$ cat src/rtl/mem_arbiter.sv
// mem_arbiter: shares one line-wide memory port between I-cache and D-cache.
// Ports: clk, rst_n (async, active-low);
//   i_req/i_we/i_addr/i_wdata in, i_rdata/i_ready out : I-port requester
//   d_req/d_we/d_addr/d_wdata in, d_rdata/d_ready out : D-port requester
//   mem_req/mem_we/mem_addr/mem_wdata out, mem_rdata/mem_ready in : memory
module mem_arbiter #(
   parameter int ADDR_W = 32,
   parameter int LINE_W = 128,
   parameter bit RR     = 1'b1
) (
   input  logic              clk,
   input  logic              rst_n,
   input  logic              i_req,
   input  logic              i_we,
   input  logic [ADDR_W-1:0] i_addr,
   input  logic [LINE_W-1:0] i_wdata,
   output logic [LINE_W-1:0] i_rdata,
   output logic              i_ready,
   input  logic              d_req,
   input  logic              d_we,
   input  logic [ADDR_W-1:0] d_addr,
   input  logic [LINE_W-1:0] d_wdata,
   output logic [LINE_W-1:0] d_rdata,
   output logic              d_ready,
   output logic              mem_req,
   output logic              mem_we,
   output logic [ADDR_W-1:0] mem_addr,
   output logic [LINE_W-1:0] mem_wdata,
   input  logic [LINE_W-1:0] mem_rdata,
   input  logic              mem_ready
);

   typedef enum logic [1:0] {
      S_IDLE,
      S_BUSY,
      S_DONE
   } state_t;

   localparam logic PORT_I = 1'b0;
   localparam logic PORT_D = 1'b1;

   state_t              state_q, state_d;
   logic                owner_q, owner_d;
   logic                last_q, last_d;
   logic                mem_req_q, mem_req_d;
   logic                mem_we_q, mem_we_d;
   logic [ADDR_W-1:0]   mem_addr_q, mem_addr_d;
   logic [LINE_W-1:0]   mem_wdata_q, mem_wdata_d;
   logic [LINE_W-1:0]   i_rdata_q, i_rdata_d;
   logic [LINE_W-1:0]   d_rdata_q, d_rdata_d;
   logic                i_ready_q, i_ready_d;
   logic                d_ready_q, d_ready_d;

   logic                grant;
   logic                gnt_port;
   logic                pick_d;
   logic                other_req;

   // Tie in IDLE: D wins unless round-robin says I is due
   // (last grant went to D).
   assign pick_d = d_req
                 & (~i_req | ~RR | (last_q == PORT_I));

   // In DONE only the non-owner may be handed the port;
   // the owner's req is still high but is being dropped.
   assign other_req = (owner_q == PORT_D) ? i_req : d_req;

   always_comb begin
      state_d     = state_q;
      owner_d     = owner_q;
      last_d      = last_q;
      mem_req_d   = mem_req_q;
      mem_we_d    = mem_we_q;
      mem_addr_d  = mem_addr_q;
      mem_wdata_d = mem_wdata_q;
      i_rdata_d   = i_rdata_q;
      d_rdata_d   = d_rdata_q;
      i_ready_d   = 1'b0;
      d_ready_d   = 1'b0;
      grant       = 1'b0;
      gnt_port    = PORT_I;

      unique case (state_q)
         S_IDLE: begin
            if (i_req || d_req) begin
               grant    = 1'b1;
               gnt_port = pick_d ? PORT_D : PORT_I;
            end
         end
         S_BUSY: begin
            if (mem_ready) begin
               mem_req_d = 1'b0;
               state_d   = S_DONE;
               if (owner_q == PORT_D) begin
                  d_rdata_d = mem_rdata;
                  d_ready_d = 1'b1;
               end else begin
                  i_rdata_d = mem_rdata;
                  i_ready_d = 1'b1;
               end
            end
         end
         S_DONE: begin
            state_d = S_IDLE;
            if (other_req) begin
               grant    = 1'b1;
               gnt_port = ~owner_q;
            end
         end
         default: begin
            state_d = S_IDLE;
         end
      endcase

      if (grant) begin
         state_d   = S_BUSY;
         mem_req_d = 1'b1;
         owner_d   = gnt_port;
         last_d    = gnt_port;
         if (gnt_port == PORT_D) begin
            mem_we_d    = d_we;
            mem_addr_d  = d_addr;
            mem_wdata_d = d_wdata;
         end else begin
            mem_we_d    = i_we;
            mem_addr_d  = i_addr;
            mem_wdata_d = i_wdata;
         end
      end
   end

   always_ff @(posedge clk or negedge rst_n) begin
      if (!rst_n) begin
         state_q     <= S_IDLE;
         owner_q     <= PORT_I;
         last_q      <= PORT_I;
         mem_req_q   <= 1'b0;
         mem_we_q    <= 1'b0;
         mem_addr_q  <= '0;
         mem_wdata_q <= '0;
         i_rdata_q   <= '0;
         d_rdata_q   <= '0;
         i_ready_q   <= 1'b0;
         d_ready_q   <= 1'b0;
      end else begin
         state_q     <= state_d;
         owner_q     <= owner_d;
         last_q      <= last_d;
         mem_req_q   <= mem_req_d;
         mem_we_q    <= mem_we_d;
         mem_addr_q  <= mem_addr_d;
         mem_wdata_q <= mem_wdata_d;
         i_rdata_q   <= i_rdata_d;
         d_rdata_q   <= d_rdata_d;
         i_ready_q   <= i_ready_d;
         d_ready_q   <= d_ready_d;
      end
   end

   assign mem_req   = mem_req_q;
   assign mem_we    = mem_we_q;
   assign mem_addr  = mem_addr_q;
   assign mem_wdata = mem_wdata_q;
   assign i_rdata   = i_rdata_q;
   assign i_ready   = i_ready_q;
   assign d_rdata   = d_rdata_q;
   assign d_ready   = d_ready_q;

endmodule

$ cat config.mk
export PLATFORM = sky130hd
export DESIGN_NAME = mem_arbiter
export DESIGN_NICKNAME = d
export VERILOG_FILES = /design/src/rtl/mem_arbiter.sv
export SDC_FILE = /design/constraint.sdc
export NUM_CORES = 1
export LEC_CHECK = 0
export CORE_AREA = 2 2 343 345
export CTS_CLUSTER_DIAMETER = 50
export CTS_CLUSTER_SIZE = 25
export DETAILED_ROUTE_END_ITERATION = 8
export DIE_AREA = 0 0 345 347
export PLACE_DENSITY_LB_ADDON = 0.3
export SLEW_MARGIN = 5
export SYNTH_ARGS = -nofsm -noshare
export SYNTH_HDL_FRONTEND = slang
export SYNTH_SLANG_ARGS = --single-unit
export TNS_END_PERCENT = 50
$ cat constraint.sdc
create_clock -name clk -period 1.9 [get_ports clk]
set_clock_uncertainty 0.2 [all_clocks]
set_input_delay 0.38 -clock clk [delete_from_list [all_inputs] [get_ports clk]]
set_output_delay 0.38 -clock clk [all_outputs]
set_load 0.03 [all_outputs]
==> summary.txt <==
Synthesis
  • Synth top area share: 0.603
  • Post-Syn Area per Cell: around 16 µm²
  • Post-Syn Area: between 0.015 and 0.02 mm²
  • Synth Area in Simple Gates: 0.00278
  • Xor-xnor portion of the synthesized cell area: 0
  • Largest family of logic cells by synthesized area: multiplexers
  • Count of state elements after synthesis: 423
  • Post-synth top cells: mux2_2 (558), dfrtp_1 (423), buf_2 (42), mux2_1 (20), buf_6 (11)
  • Post-synthesis async set-or-reset flop share: 1.00
  • Synth top area cells: dfrtp_1 (60%), mux2_2 (36%), mux2_1 (1.3%)
  • Sequential element share of the synthesized area: 0.603
  • Synth Area in Adders: 0
  • Syn nets: approximately 1500
  • Post-synth EDFFs: 0
  • Yosys warns: 0
  • Top FF cell, synth: dfrtp_1
  • Syn Inst Count: between 1000 and 1500
  • Most common cell in the netlist: mux2_2
  • Mux contribution to synthesized area: 0.370
  • Post-synthesis compound-gate area fraction: 0.00199
  • Largest area contributor in the netlist: dfrtp_1
  • Yosys cell types: 20

Worst setup path
  • Buf/Inv on CP: 3
  • Worst EP arrival: between 2000 and 2500 ps
  • R2R Setup Slk: -210 ps
  • CP Data Required Time: about 2200 ps
  • Worst setup startpoint: state_q[0]
  • Crit path cell chain: nor2b_1, buf_4, nand2_8, buf_12, clkbuf_16, mux2_2, mux2_2
  • Reg2reg end: mem_wdata[16]
  • R2R depth: 7
  • Startpoint types: flop
  • End of the critical path: mem_wdata[16]
  • Crit path depth: 7
  • Reg-to-Reg Start: state_q[0]
  • CP endpoint kind: flop
  • Critical-path maximum fanout: 8
  • Critical Path Slowest Stage Cell: dfrtp_1
  • CP peak stage delay: just under 400 ps
  • Family with the most delay on the worst path: multiplexers
  • Most common cell type on the critical path: mux2_2
  • Critical path class: reg2reg

Global routing
  • Initial antenna violation count: 8
  • GRT Util Overall: 0.129
  • Global-route wire length before repair: between 100000 and 150000 µm
  • Gr ovfl total: 0
  • Largest net degree at the start of global routing: 63
  • Number of global-route vias before repair: 15204

Floorplanning
  • # IOs: around 880
  • Die Y: approximately 350 µm
  • Die width: between 300 and 400 µm
  • Initial core utilization: 0.152
  • Row cnt: ~130
  • Total Die Area: between 0.1 and 0.15 mm²
  • Core box area: approximately 0.12 mm²

Clock network
  • TritonCTS clock tree: done
  • Clk buf depth: 3
  • Clk Latency, worst-skew pair: 590 ps
  • # H-tree levels: 3
  • CTS clk-pin slew, worst paths: 60 ps
  • Clock Tree Root: clkbuf_16
  • Total CTS buffers: between 60 and 70
  • # clock sinks: between 400 and 500

Placed design
  • Routability cong.: slightly above 0.8
  • PortBufs: between 800 and 900
  • Post-DP HPWL: ~60000 µm

Route
  • Routed met2 length: between 30000 and 40000 µm
  • Drt drc: 0
  • DRT Pass-1 Iters: 4
  • DR top layer: met5
  • ANT nets after route: 0
  • Routed met1 length: roughly 32000 µm
  • Vias: around 13000
  • Met3 WL: around 8000 µm
  • Via/cell ratio: 3.64
  • WL per Instance: around 22 µm
  • Starting DRC count in detailed routing: 431
  • Detailed Route WL: about 82000 µm

Cells and area
  • Layout Area Growth over Synthesis: 79.8%
  • Area of the multi-input gates: approximately 0.0071 mm²
  • Nets@finish: roughly 2600
  • Fill cell count: 11919
  • Register area: ~0.011 mm²
  • Fraction of layout cells with a size suffix above 1: 0.581
  • Final core occ: 0.273

Status
  • Violated checks: setup timing
  • Status: finished, violations left

STA
  • # setup viols final: 404
  • Post-layout minimum cycle time: ~2100 ps
  • Final period utilization: 1.11
  • Worst-Margin Slew: between 400 and 500 ps
  • Final hold violations: 0
  • Relative slew slack: 0.674
  • Setup ws final: -214 ps
  • RSZ-0062 raised after global routing: true
  • Max-slew violations: 0
  • FMAX: about 470 MHz

Pwr
  • Maximum vdd drop: roughly 0.0010 V
  • P per Cell Area: 1950 mW/mm²
  • LEAKAGE: approximately 0.014 µW
  • Power Total: a little over 60000 µW

Flow run
  • Max-cap violations: 0

Worst hold path
  • HP Class: in2async
-- how the worst min path moves through the flow --
| stage | slack, ps | to | start |
|---|---|---|---|
| floorplan | -120 | d_rdata[0] | rst_n |
| global placement | 80 | d_rdata[119] | rst_n |
| detailed placement | 80 | i_rdata[119] | rst_n |
| CTS | 130 | d_rdata[75] | mem_rdata[75] |
| global route | 150 | d_rdata[44] | mem_rdata[44] |
| finish | 220 | d_rdata[124] | rst_n |
-- power breakdown --
group	internal [µW]	total [µW]	switching, µW
Sequential	13700	16800	3100
Clock	8340	13000	4640
Combinational	14000	31700	17700
Total	36000	61500	25500
-- worst min-delay path, cell delays in order --
cell	delay, ps
dlygate4sd3_1	560
buf_8	210
buf_4	200
-- through the flow --
| step | instance area [µm²] | std cells | hold slack [ps] | setup TNS (ps) | setup WS, ps |
|---|---|---|---|---|---|
| floorplan | 17600 | 1081 | -116 | -5750 | -65.1 |
| global placement | 29300 | 3508 | 83.5 | -237770 | -742 |
| detailed placement | 29300 | 3508 | 79.0 | -249150 | -765 |
| CTS | 30700 | 3652 | 135 | -56770 | -213 |
| global route | 31600 | 3676 | 152 | -80610 | -262 |
| finish | 31600 | 3680 | 215 | -42010 | -214 |
-- placed cells by master, fill, tap and decap left out, types with 2 or more instances in the layout --
cell / synthesis / routed
buf_12: 0 / 71
buf_16: 0 / 17
buf_2: 42 / 329
buf_4: 2 / 87
buf_6: 11 / 14
buf_8: 0 / 12
bufinv_16: 0 / 9
clkbuf_1: 8 / 6
clkbuf_16: 0 / 84
clkbuf_8: 0 / 9
clkdlybuf4s15_2: 0 / 12
clkdlybuf4s50_1: 0 / 453
clkinv_2: 0 / 8
clkinv_4: 0 / 4
clkinv_8: 0 / 3
clkinvlp_4: 0 / 5
dfrtp_1: 423 / 419
dfrtp_2: 0 / 4
diode_2: 0 / 5
dlygate4sd3_1: 0 / 4
inv_1: 3 / 2
inv_6: 0 / 4
mux2_1: 20 / 11
mux2_2: 558 / 456
mux2_4: 0 / 111
nand2_8: 0 / 2
-- layer usage --
layer	track usage	vias to the layer above
li1	-	5944
met1	0.143	6737
met2	0.218	592
met3	0.0580	117
met4	0.0486	8
met5	0.00680	-
-- layout make-up --
type	count	share of cell area
flip-flops and latches	423	0.335
repair buffers	1014	0.304
multi-input cells	592	0.224
well taps	1524	0.0604
clock buffers	85	0.0601
clock inverters	34	0.0151
diodes	5	0.000396
inverters	3	0.000356
-- state kept, by name, indices dropped and copies added (netlist names), 2 cells and up --
| name | count |
|---|---|
| state_q | 2 |
| i_rdata | 128 |
| d_rdata | 128 |
| mem_addr | 32 |
| mem_wdata | 128 |
-- cells by family (layout without fill, tap and decap cells) --
family	after synthesis	after routing
AND/OR/NAND/NOR	9	9
multiplexers	578	578
flip-flops	423	423
AO/OA/AOI/OAI	5	5
other	0	5
buffers and inverters	66	1136
-- timing repair --
| item | 4_1_cts | 5_1_grt |
|---|---|---|
| pin swaps | 3 | 1 |
| setup endpoints to repair | 758 | 426 |
| endpoints found under the hold margin | 182 | 0 |
| cloned | 13 | 15 |
| hold buffers | 4 | 0 |
| resized for setup | 1771 | 116 |
| buffers inserted | 8 | 11 |
No activity file was read; power rests on OpenSTA's default activity.
==> variant 1, RTL diff (same flow settings) <==
The parameter `RR` goes from 1'b1 to 1'b0.
--- a/src/rtl/mem_arbiter.sv
+++ b/src/rtl/mem_arbiter.sv
@@ -6,7 +6,7 @@
 module mem_arbiter #(
    parameter int ADDR_W = 32,
    parameter int LINE_W = 128,
-   parameter bit RR     = 1'b1
+   parameter bit RR     = 1'b0
 ) (
    input  logic              clk,
    input  logic              rst_n,
Check against the original RTL: no difference found for any inputs over 4 cycles, from zero or initial values and one cycle with rst_n low; that may be too few to reach the edited logic, so the function may still have changed.
==> variant 1 against the unedited design <==
The run still ends with negative setup slack left. Final area is 0.49% higher. Wire length is 2.8% higher. Sequential cell count stayed put. Worst setup slack better by 0.11 ns. Final cell count is 6.1% higher. Power is 2.0% higher. Area after synthesis is 3.4% lower. Largest power group unchanged. Highest routed layer unchanged.
==> variant 1: results (changes against the unedited design) <==
| Metric | Value |
|---|---|
| Met3 Use GR | `0.0570 (was 0.0580)` |
| Unique cell type count in the Yosys netlist | `17 (was 20)` |
| Met1 wire length | `33300 µm (was 31600 µm)` |
| PnR worst setup slack | `-0.103 ns (was -0.214 ns)` |
| Layout cell share with drive strength beyond 1 | `0.457 (was 0.581)` |
| Slew HR | `0.721 (was 0.674)` |
| Final setup TNS | `-8.39 ns (was -42.01 ns)` |
| DRT iter0 DRCs | `486 (was 431)` |
| Violated checks | `negative setup slack (unchanged)` |
| Static Leak | `13.6 nW (was 13.8 nW)` |
| Mapped Cells | `1258 (was 1081)` |
| Syn nets | `1713 (was 1536)` |
| Vias in the first global route | `15.3k (was 15.2k)` |
| Max VDD drop | `945 µV (was 1000 µV)` |
| Routed met3 length | `7700 µm (was 7820 µm)` |
| Dpl hpwl | `62700 µm (was 60500 µm)` |
| Via/cell ratio | `3.66 (was 3.64)` |
| Nets | `2768 (was 2556)` |
| Register clock-pin slew on the reported worst setup and hold paths | `about 0.050 ns` |
| Hold Buf Count CTS | `1 (was 4)` |
| Grt met2 use | `0.214 (was 0.218)` |
| Post-CTS resize count | `1905 (was 1771)` |
| Met2 WL | `40400 µm (was 39500 µm)` |
| Drt total wl | `84200 µm (was 81900 µm)` |
| Data arrival, critical path | `2.30 ns (was 2.40 ns)` |
| Status | `complete, but fails checks (unchanged)` |
| Top post-synthesis cells by area | `dfrtp_1 62%, mux2_2 17%, mux2i_1 9.6% (was dfrtp_1 60%, mux2_2 36%, mux2_1 1.3%)` |
| RePlAce Congestion | `0.825 (was 0.822)` |
| DR pass1 iterations | `5 (was 4)` |
| GRT Util Overall | `0.131 (was 0.129)` |
| Met1 Usage GRT | `0.148 (was 0.143)` |
| Final setup viols | `284 (was 404)` |
| Commonest cells in the synthesized netlist | `423 x dfrtp_1, 256 x mux2_2, 163 x nor2_1, 162 x mux2i_1, 161 x a21oi_1 (was 558 x mux2_2, 423 x dfrtp_1, 42 x buf_2, 20 x mux2_1, 11 x buf_6)` |
| Global-route wire length before repair | `114000 µm (was 113000 µm)` |
| Worst-Skew Late Latency | `0.61 ns (was 0.59 ns)` |
| Placed cell area | `29000 µm² (was 29300 µm²)` |
## variant 1: cell count changes after synthesis, moves of 2 or more
cell,unedited run,this run
mux2_2,558,256
mux2i_1,0,162
nor2_1,1,163
a21oi_1,1,161
buf_2,42,70
mux2_1,20,0
buf_6,11,0
buf_4,2,0
clkbuf_1,8,10
nand2_1,3,1
## variant 1: worst paths after layout
| check | startpoint | to | slack [ns] | depth (start not counted) |
|---|---|---|---|---|
| setup / recovery | state_q[1]$_DFFE_PN0P_ | mem_wdata[47]$_DFFE_PN0P_ | -0.10 | 7 |
| hold / removal | rst_n | i_rdata[90]$_DFFE_PN0P_ | 0.08 | 2 |
| setup reg to reg | state_q[1]$_DFFE_PN0P_ | mem_wdata[47]$_DFFE_PN0P_ | -0.10 | 7 |
| hold reg to reg | d_rdata[96]$_DFFE_PN0P_ | d_rdata[96]$_DFFE_PN0P_ | 0.30 | 1 |
| max in group asynchronous | rst_n | d_rdata[27]$_DFFE_PN0P_ | 0.65 | 3 |
| min in group clk | mem_rdata[105] | i_rdata[105]$_DFFE_PN0P_ | 0.18 | 2 |
## variant 1: cell families after synthesis
| group | Yosys count | synth area share |
|---|---|---|
| compound gates | 165 | 0.0495 |
| buf+inv | 84 | 0.0237 |
| mux | 418 | 0.265 |
| simple gates | 168 | 0.0379 |
| flops | 423 | 0.624 |
## variant 1: layout make-up
type	count	area, µm²
flip-flops and latches	423	10600
clock buffers	88	2030
well taps	1524	1910
fillers	12100	84000
inverters	3	13.8
multi-input cells	751	6710
repair buffers	1057	9670
clock inverters	53	805
diodes	7	17.5
## variant 1: report_power, final
| part | total, mW | switching [mW] | internal, mW |
|---|---|---|---|
| Clock | 15.0 | 5.52 | 9.52 |
| Sequential | 16.5 | 2.90 | 13.6 |
| Combinational | 31.2 | 18.5 | 12.7 |
==> variant 2, RTL diff (same settings) <==
Made on the original files. `mem_addr_q` no longer has a reset.
--- a/src/rtl/mem_arbiter.sv
+++ b/src/rtl/mem_arbiter.sv
@@ -136,7 +136,6 @@
          last_q      <= PORT_I;
          mem_req_q   <= 1'b0;
          mem_we_q    <= 1'b0;
-         mem_addr_q  <= '0;
          mem_wdata_q <= '0;
          i_rdata_q   <= '0;
          d_rdata_q   <= '0;
@@ -148,13 +147,16 @@
          last_q      <= last_d;
          mem_req_q   <= mem_req_d;
          mem_we_q    <= mem_we_d;
-         mem_addr_q  <= mem_addr_d;
          mem_wdata_q <= mem_wdata_d;
          i_rdata_q   <= i_rdata_d;
          d_rdata_q   <= d_rdata_d;
          i_ready_q   <= i_ready_d;
          d_ready_q   <= d_ready_d;
       end
+   end
+
+   always_ff @(posedge clk) begin
+      mem_addr_q <= mem_addr_d;
    end
 
    assign mem_req   = mem_req_q;
Check against the original RTL: not equivalent (Yosys sat finds a counterexample within 4 cycles, from zero or initial values and one cycle with rst_n low).
==> variant 2 against the unedited design <==
The run still ends with negative setup slack left. Sequential cell count unchanged. Worst setup slack better by 0.044 ns. Power down 5.6%. Final area shrank 4.1%. Wire length shrank 8.9%. Area after synthesis down 1.5%. Utilization decreased by 1.1 points. Critical endpoint unchanged.
==> variant 2: results (changes against the unedited design) <==
| Metric | Value |
|---|---|
| Top post-synthesis cells by area | `dfrtp_1 57%, mux2_2 36%, edfxtp_1 5.6% (was dfrtp_1 60%, mux2_2 36%, mux2_1 1.3%)` |
| Unique cell type count in the Yosys netlist | `18 (was 20)` |
| R2r worst-path depth | `6 (was 7)` |
| Worst-Skew Late Latency | `0.61 ns (was 0.59 ns)` |
| Seq/Total Area, Yosys | `0.621 (was 0.603)` |
| Dpl cells | `3487 (was 3508)` |
| Status | `complete, but fails checks (unchanged)` |
| Mux cell area share after synthesis | `0.355 (was 0.370)` |
| GRT Util Overall | `0.118 (was 0.129)` |
| Nets | `2511 (was 2556)` |
| Vias in the first global route | `14.7k (was 15.2k)` |
| Mapped Cells | `1045 (was 1081)` |
| CP max FO | `21 (was 8)` |
| PnR worst setup slack | `-0.170 ns (was -0.214 ns)` |
| Global-route wire length before repair | `104000 µm (was 113000 µm)` |
| Worst Setup SP | `state_q[1]$_DFFE_PN0P_ (was state_q[0]$_DFFE_PN0P_)` |
| Static Leak | `13.0 nW (was 13.8 nW)` |
| Final setup viols | `404 (unchanged)` |
| Syn nets | `1500 (was 1536)` |
| Initial antenna violation count | `6 (was 8)` |
| Violated checks | `negative setup slack (unchanged)` |
| Dpl hpwl | `57500 µm (was 60500 µm)` |
| DRT iter0 DRCs | `409 (was 431)` |
| Largest net degree at the start of global routing | `66 (was 63)` |
| Post-synthesis compound-gate area fraction | `0.00217 (was 0.00199)` |
| Post-synth ARST share | `0.924 (was 1.00)` |
| Via/cell ratio | `3.57 (was 3.64)` |
| Drt total wl | `74600 µm (was 81900 µm)` |
| Dpl ws | `-0.668 ns (was -0.765 ns)` |
| Data arrival, critical path | `2.35 ns (was 2.40 ns)` |
variant 2: cell types whose count changed after synthesis, sizes merged, moves of 2 or more:
cell,before,now
edfxtp,0,32
nand2,3,1
mux2,578,546
dfrtp,423,391
clkbuf,8,5
variant 2: layout make-up:
cell class	count	area [µm²]	share of cell area
Antenna cell	3	7.51	0.000248
Clock buffer	76	1750	0.0577
Clock inverter	43	581	0.0192
Inverter	4	17.5	0.000578
Multi-Input combinational cell	558	6390	0.211
Sequential cell	423	10700	0.355
Tap cell	1524	1910	0.0629
Timing Repair Buffer	1003	8900	0.294
variant 2: cells by family after synthesis:
group                  count (synthesis)
flip-flops                           423
AND/OR/NAND/NOR                        7
AO/OA/AOI/OAI                          5
buffers and inverters                 64
multiplexers                         546
variant 2: report_power, final:
group	total (mW)	switching [mW]	internal [mW]
clock network	12.8	4.72	8.08
logic	28.8	16.6	12.1
registers	16.5	2.74	13.8
total	58.1	24.1	34.0
variant 2: how the worst min path moves through the flow:
stage	startpoint	end	slack, ns	cells past startpoint
6_report	rst_n	d_rdata[110]$_DFFE_PN0P_	0.10	2
3_5_place_dp	rst_n	d_rdata[110]$_DFFE_PN0P_	0.14	1
2_1_floorplan	rst_n	d_rdata[0]$_DFFE_PN0P_	-0.12	0
5_1_grt	rst_n	d_rdata[39]$_DFFE_PN0P_	0.08	2
4_1_cts	rst_n	d_rdata[39]$_DFFE_PN0P_	0.05	2
3_3_place_gp	rst_n	d_rdata[110]$_DFFE_PN0P_	0.14	1
variant 2: per-layer routing:
metal / track usage / share of wire / vias up
li1: - / - / 5842
met2: 0.205 / 0.50 / 564
met3: 0.0460 / 0.086 / 125
met5: 0 / 0.00016 / -
met4: 0.0593 / 0.046 / 2
met1: 0.125 / 0.37 / 6435
variant 2: repair_timing:
item                                    in CTS  in global routing
hold endpoints to repair                   334                  0
pin swaps                                    4                  5
buffers inserted                             6                  6
cloned                                       1                 13
hold buffers                                 1                  0
resized for setup                         1888                 62
endpoints found under the setup margin     803                435
variant 2: through the flow:
stage | utilization | hold slack [ns]
after CTS | 0.257 | 0.0455
after detailed placement | 0.251 | 0.137
final | 0.262 | 0.101
after global placement | 0.251 | 0.135
after floorplan | - | -0.116
after global routing | 0.262 | 0.0796
